--- config.mk ---
export PLATFORM = sky130hd
export DESIGN_NAME = fifo_axis_reader
export DESIGN_NICKNAME = d
export VERILOG_FILES = /design/src/rtl/fifo_axis_reader_pkg.sv /design/src/rtl/axis_out_buf.sv /design/src/rtl/fifo_axis_reader.sv
export SDC_FILE = /design/constraint.sdc
export NUM_CORES = 1
export LEC_CHECK = 0
export ABC_AREA = 1
export BUFFER_PORTS_ARGS = -buffer_cell sky130_fd_sc_hd__buf_4
export CAP_MARGIN = 20
export CELL_PAD_IN_SITES_DETAIL_PLACEMENT = 0
export CELL_PAD_IN_SITES_GLOBAL_PLACEMENT = 1
export CORE_ASPECT_RATIO = 1.2
export CORE_MARGIN = 1
export CORE_UTILIZATION = 46
export CTS_CLUSTER_DIAMETER = 120
export DETAILED_ROUTE_END_ITERATION = 10
export GPL_ROUTABILITY_DRIVEN = 0
export HOLD_SLACK_MARGIN = 0.03
export PLACE_DENSITY = 0.94
export SLEW_MARGIN = 20
export SYNTH_ARGS = -nofsm -noshare
export SYNTH_HDL_FRONTEND = slang
export SYNTH_SLANG_ARGS = --single-unit
--- constraint.sdc ---
create_clock -name clk -period 28 [get_ports clk]
set_input_delay 1.4 -clock clk [delete_from_list [all_inputs] [get_ports clk]]
set_output_delay 1.4 -clock clk [all_outputs]
set_load 0.01 [all_outputs]
--- src/rtl/fifo_axis_reader_pkg.sv ---
// Shared sizing and pointer helpers for the FIFO-to-AXIS reader.
package fifo_axis_reader_pkg;

  localparam int BUF_DEPTH = 3;
  localparam int RD_LAT    = 1;

  typedef logic [1:0] ptr_t;
  typedef logic [1:0] occ_t;

  function automatic ptr_t ptr_inc(input ptr_t p);
    return (p == ptr_t'(BUF_DEPTH - 1)) ? ptr_t'(0) : ptr_t'(p + 2'd1);
  endfunction

endpackage

--- src/rtl/axis_out_buf.sv ---
// 3-entry circular output buffer; push lands next cycle, head is a direct register read.
// No internal backpressure: the caller must never push into a full buffer without a pop.
module axis_out_buf
  import fifo_axis_reader_pkg::*;
#(
  parameter int B = 160
) (
  input  logic         clk,
  input  logic         rst,
  input  logic         push,
  input  logic [B-1:0] push_data,
  input  logic         pop,
  output logic [B-1:0] head_data,
  output occ_t         occ
);

  logic [B-1:0] mem [BUF_DEPTH];
  ptr_t         head;
  ptr_t         tail;
  logic         pop_ok;

  assign pop_ok    = pop && (occ != '0);
  assign head_data = mem[head];

  always_ff @(posedge clk or posedge rst) begin
    if (rst) begin
      for (int i = 0; i < BUF_DEPTH; i++) mem[i] <= '0;
      head <= '0;
      tail <= '0;
      occ  <= '0;
    end else begin
      if (push) begin
        mem[tail] <= push_data;
        tail      <= ptr_inc(tail);
      end
      if (pop_ok) head <= ptr_inc(head);
      case ({push, pop_ok})
        2'b10:   occ <= occ_t'(occ + 2'd1);
        2'b01:   occ <= occ_t'(occ - 2'd1);
        default: occ <= occ;
      endcase
    end
  end

  // A push into a full buffer with no simultaneous pop would overwrite the head.
  always @(posedge clk) begin
    if (!rst) assert (!(push && !pop_ok && (occ == occ_t'(BUF_DEPTH))));
  end

endmodule

--- src/rtl/fifo_axis_reader.sv ---
// Drains a latency-1 FIFO read port into an AXI4-Stream master; first beat 2 cycles after empty falls.
// Reads are throttled by buffer occupancy only, never by m_axis_tready; up to 3 words held under stall.
module fifo_axis_reader
  import fifo_axis_reader_pkg::*;
#(
  parameter int B       = 160,
  parameter int PKT_LEN = 0,
  parameter int CNT_W   = 32
) (
  input  logic             clk,
  input  logic             rst,
  input  logic             en,
  output logic             fifo_rd_en,
  input  logic [B-1:0]     fifo_dout,
  input  logic             fifo_empty,
  output logic [B-1:0]     m_axis_tdata,
  output logic             m_axis_tvalid,
  input  logic             m_axis_tready,
  output logic             m_axis_tlast,
  output logic [CNT_W-1:0] beat_cnt
);

  localparam int PKT_W = (PKT_LEN > 1) ? $clog2(PKT_LEN) : 1;
  localparam logic [PKT_W-1:0] PKT_LAST = (PKT_LEN > 0) ? PKT_W'(PKT_LEN - 1) : '0;

  logic       inflight;
  occ_t       occ;
  logic       pop;
  logic [2:0] pending;

  // Occupancy plus the word already requested bounds the next read, so no tready path exists.
  assign pending       = {1'b0, occ} + {2'b00, inflight};
  assign fifo_rd_en    = !rst && en && !fifo_empty && (pending < 3'(BUF_DEPTH));
  assign m_axis_tvalid = (occ != '0);
  assign pop           = m_axis_tvalid && m_axis_tready;

  axis_out_buf #(.B(B)) u_buf (
    .clk       (clk),
    .rst       (rst),
    .push      (inflight),
    .push_data (fifo_dout),
    .pop       (pop),
    .head_data (m_axis_tdata),
    .occ       (occ)
  );

  always_ff @(posedge clk or posedge rst) begin
    if (rst) begin
      inflight <= 1'b0;
      beat_cnt <= '0;
    end else begin
      inflight <= fifo_rd_en;
      if (pop) beat_cnt <= beat_cnt + CNT_W'(1);
    end
  end

  if (PKT_LEN > 0) begin : g_pkt
    logic [PKT_W-1:0] pkt_cnt;

    always_ff @(posedge clk or posedge rst) begin
      if (rst) begin
        pkt_cnt <= '0;
      end else if (pop) begin
        pkt_cnt <= (pkt_cnt == PKT_LAST) ? '0 : pkt_cnt + PKT_W'(1);
      end
    end

    assign m_axis_tlast = m_axis_tvalid && (pkt_cnt == PKT_LAST);
  end else begin : g_nopkt
    assign m_axis_tlast = 1'b0;
  end

  always @(posedge clk) begin
    if (!rst) assert (pending <= 3'(BUF_DEPTH));
  end

endmodule

==> results.yml <==
status:
  run_status: "finished clean"
clocking:
  post_cts_setup_bufs: 0
  clock-root-buffer: "sky130_fd_sc_hd__clkbuf_16"
  buffers_from_clock_root_to_sink_at_most: 3
  cts_sinks: 519
  cts_tree: "done"
  total_of_cells_resized_after_clock_tree_synthesis: 0
  cts.htree.levels: 2
  cts_made_buffers: 52
  cts.clk_slew.worst_paths_ns: 0.06
  cts-hold-fix-buffers: 0
  clk_latency_ns: 0.59
synthesis:
  synth_mux_area_share_pct: 0
  synth_edf_count: 0
  xor_xnor_share_of_the_synthesized_area_pct: 0.7345
  synthDistinctLibCells: 28
  arithmetic_cell_share_of_the_synthesized_area_counting_full_adders_half_adders_and_majority_gates_pct: 0.2209
  synth-seq-area-share_pct: 57.33
  ys.flop_type: "sky130_fd_sc_hd__dfrtp_1"
  synthesis.area_per_instance_um2: 8.495
  synth_simple_gate_area_share_pct: 16.51
  count_of_mapped_cells_out_of_synthesis: 2667
  yosysWarningCount: 0
  synth_compound_area_share_pct: 16.24
  postSynthNetCount: 2836
  synthesized_cell_area_um2: 22660
  synth-async-reset-ratio_pct: 100.0
  synth_seq_cells: 519
  main_combinational_cell_family_by_area_after_synthesis: "simple AND/OR/NAND/NOR gates"
routing:
  finalWirelength_um: 58260
  detailedRoute.firstPassIterationCount: 6
  drt.antenna.violating_nets: 0
  num_vias: 18600
  post-route-drc-count: 0
  avgViaCountPerCell: 5.143
  routed-wl-met3_um: 3664
  routed_wirelength_normalized_by_instance_count_um: 16.11
  top_signal_layer_used: "met4"
  number_of_design_rule_violations_left_by_the_first_detailed_router_iteration: 1565
  detailroute.wirelength.met2_um: 28040
  wl_met1_um: 24800
worst_setup_path:
  worstPathRequired_ns: 26.60
  r2r-start: "inflight"
  critical_path.reg2reg.endpoint: "u_buf.mem[265]"
  path_max_fanout: 118
  setup.worst_path.end: "fifo_rd_en"
  worst-r2r-setup-slack_ns: 25.04
  worstSetupEndpointType: "primary output"
  cpPeakStageDelay_ns: 0.60
  depth_of_the_most_critical_reg_to_reg_path: 4
  critical_path.startpoint_type: "input pin"
  path_common_cell: "sky130_fd_sc_hd__buf_4"
  cp.arrival_ns: 3.12
  critPathKind: "input pin to primary output"
  critical_path_slowest_stage_cell: "sky130_fd_sc_hd__a2111oi_0"
  critPathLaunch: "rst"
  crit_chain: "buf_4, inv_8, nand2_1, a2111oi_0, buf_4"
sta:
  timing_hold_violations_final: 0
  finClkSkew_ns: 0.01372
  tightestPinTransition_ns: 1.033
  rsz_0062_raised_after_global_routing: "no"
  layout_min_cycle_time_ns: 4.525
  timing.fmax_mhz: 221.0
  setup_total_negative_slack_ns: 0
  postLayoutSetupSlackWorst_ns: 23.48
  slew_margin_rel_pct: 31.16
  slew_violations: 0
  whs_ns: 0.4808
  layout_worst_path_cycle_share_pct: 16.16
  setup_viol_count_final: 0
placement:
  placement.io_buffers: 358
  hpwl_um: 36020
  dp_worst_setup_slack_ns: 23.02
floorplanning:
  floorplan.die.width_um: 204.6
  die-height_um: 245.1
  placementRows: 88
  fp.dieArea_um2: 50150
  design.portCount: 360
  start_util_pct: 46.87
  placeableCoreArea_um2: 48340
pwr:
  p_leak_nw: 14.11
  vdd_drop_max_uv: 71.62
  powerDensity_nw_per_um2: 122.5
hold_path:
  hold_class: "register to register"
  hold_start: "u_buf.mem[205]"
finish:
  share_of_final_layout_standard_cells_stronger_than_drive_strength_1_pct: 16.10
  nets: 3112
  flow.area_growth_from_synthesis_pct: 20.72
global_routing:
  grt_pass1_vias: 18460
  grt-ovfl-total: 0
  total_grt_usage_pct: 23.31
  grt_start_max_net_pins: 122
  initial_antenna_violation_count: 4
  grt_pass1_wl_um: 94320
flow_run:
  max_cap_viol_count: 0
sequential cells by signal, summed over array words and instances (netlist names):
| name | count |
|---|---|
| inflight | 1 |
| u_buf.head | 2 |
| u_buf.occ | 2 |
| beat_cnt | 32 |
| u_buf.mem | 480 |
| u_buf.tail | 2 |
final cells by class:
class | instances | area [um2]
antenna | 4 | 10.01
clock buffer | 77 | 1536
clock inverter | 16 | 115.1
fill | 4290 | 20990
inverter | 351 | 1328
multi-input combinational | 1639 | 7685
sequential | 519 | 12990
tap | 630 | 788.3
timing repair buffer | 380 | 2900
stage by stage:
stage | cell area, um2 | utilization (%) | power, W | instances
after detailed placement | 25650 | 53.07 | 0.002698 | 3518
final | 27350 | 56.58 | 0.003351 | 3616
after CTS | 27300 | 56.49 | 0.003382 | 3611
after floorplan | 22660 | - | 0.002066 | 2667
after global routing | 27350 | 56.58 | 0.003600 | 3616
after global placement | 25630 | 53.02 | 0.002640 | 3517
Yosys cell counts, drive strengths merged, types with 9 or more instances:
cell	count	area, um2
inv	351	1318
buf	47	294.0
dfrtp	519	12990
nand2	890	3341
clkbuf	111	416.7
xnor2	10	87.58
o21ai	490	2464
xor2	9	78.83
nand3	13	77.58
o211ai	160	1201
nor2	46	229.0
power by group:
group	leakage [nW]	internal, W	switching [W]	total, W
clock network	0.824	0.000387	0.000283	0.000671
registers	6.08	0.00111	0.000196	0.00130
logic	7.21	0.000590	0.000788	0.00138
per-layer routing:
| metal | up-vias | global-route usage (%) |
|---|---|---|
| met5 | - | 0 |
| met4 | 0 | 7.792 |
| met3 | 97 | 5.125 |
| met2 | 519 | 38.83 |
| met1 | 8988 | 29.92 |
| li1 | 8992 | - |
worst max-delay path, delay by kind of cell:
kind / cells / cell delay [ns]
buf+inv: 3 / 0.84
compound gates: 1 / 0.60
simple gates: 1 / 0.14
worst min-delay path by stage:
| stage | end | slack (ns) | cells past startpoint |
|---|---|---|---|
| after floorplan | u_buf.mem[160] | 0.45 | 2 |
| after global placement | u_buf.mem[83] | 0.46 | 2 |
| after detailed placement | u_buf.mem[311] | 0.47 | 2 |
| after CTS | u_buf.mem[311] | 0.49 | 2 |
| after global routing | u_buf.mem[354] | 0.50 | 2 |
| final | u_buf.mem[205] | 0.48 | 2 |
cells by family after synthesis:
group                    count (synthesis)
buffers and inverters                  509
AND/OR/NAND/NOR                        963
adder cells (fa/ha/maj)                  4
XOR/XNOR                                19
other                                    1
flip-flops                             519
AO/OA/AOI/OAI                          652
cells in the final DEF (no fill, tap or decap), types with 2 or more instances in the layout:
| cell type | synthesis | layout |
|---|---|---|
| sky130_fd_sc_hd__diode_2 | 0 | 4 |
| sky130_fd_sc_hd__clkbuf_1 | 111 | 12 |
| sky130_fd_sc_hd__nor2_1 | 35 | 35 |
| sky130_fd_sc_hd__nor2_2 | 7 | 6 |
| sky130_fd_sc_hd__clkbuf_8 | 0 | 12 |
| sky130_fd_sc_hd__buf_4 | 1 | 374 |
| sky130_fd_sc_hd__nand3b_1 | 6 | 6 |
| sky130_fd_sc_hd__ha_1 | 4 | 4 |
| sky130_fd_sc_hd__nand3_1 | 12 | 9 |
| sky130_fd_sc_hd__inv_6 | 0 | 2 |
| sky130_fd_sc_hd__dfrtp_1 | 519 | 519 |
| sky130_fd_sc_hd__clkinv_2 | 0 | 12 |
| sky130_fd_sc_hd__nand3_4 | 1 | 4 |
| sky130_fd_sc_hd__o211ai_1 | 160 | 160 |
| sky130_fd_sc_hd__xor2_1 | 9 | 9 |
| sky130_fd_sc_hd__buf_6 | 10 | 4 |
| sky130_fd_sc_hd__clkbuf_16 | 0 | 53 |
| sky130_fd_sc_hd__o21ai_0 | 489 | 489 |
| sky130_fd_sc_hd__nand4_1 | 6 | 6 |
| sky130_fd_sc_hd__inv_1 | 350 | 349 |
| sky130_fd_sc_hd__nor2_4 | 3 | 4 |
| sky130_fd_sc_hd__xnor2_1 | 10 | 10 |
| sky130_fd_sc_hd__nand2_1 | 890 | 890 |
Power figures use the tool's default switching activity.
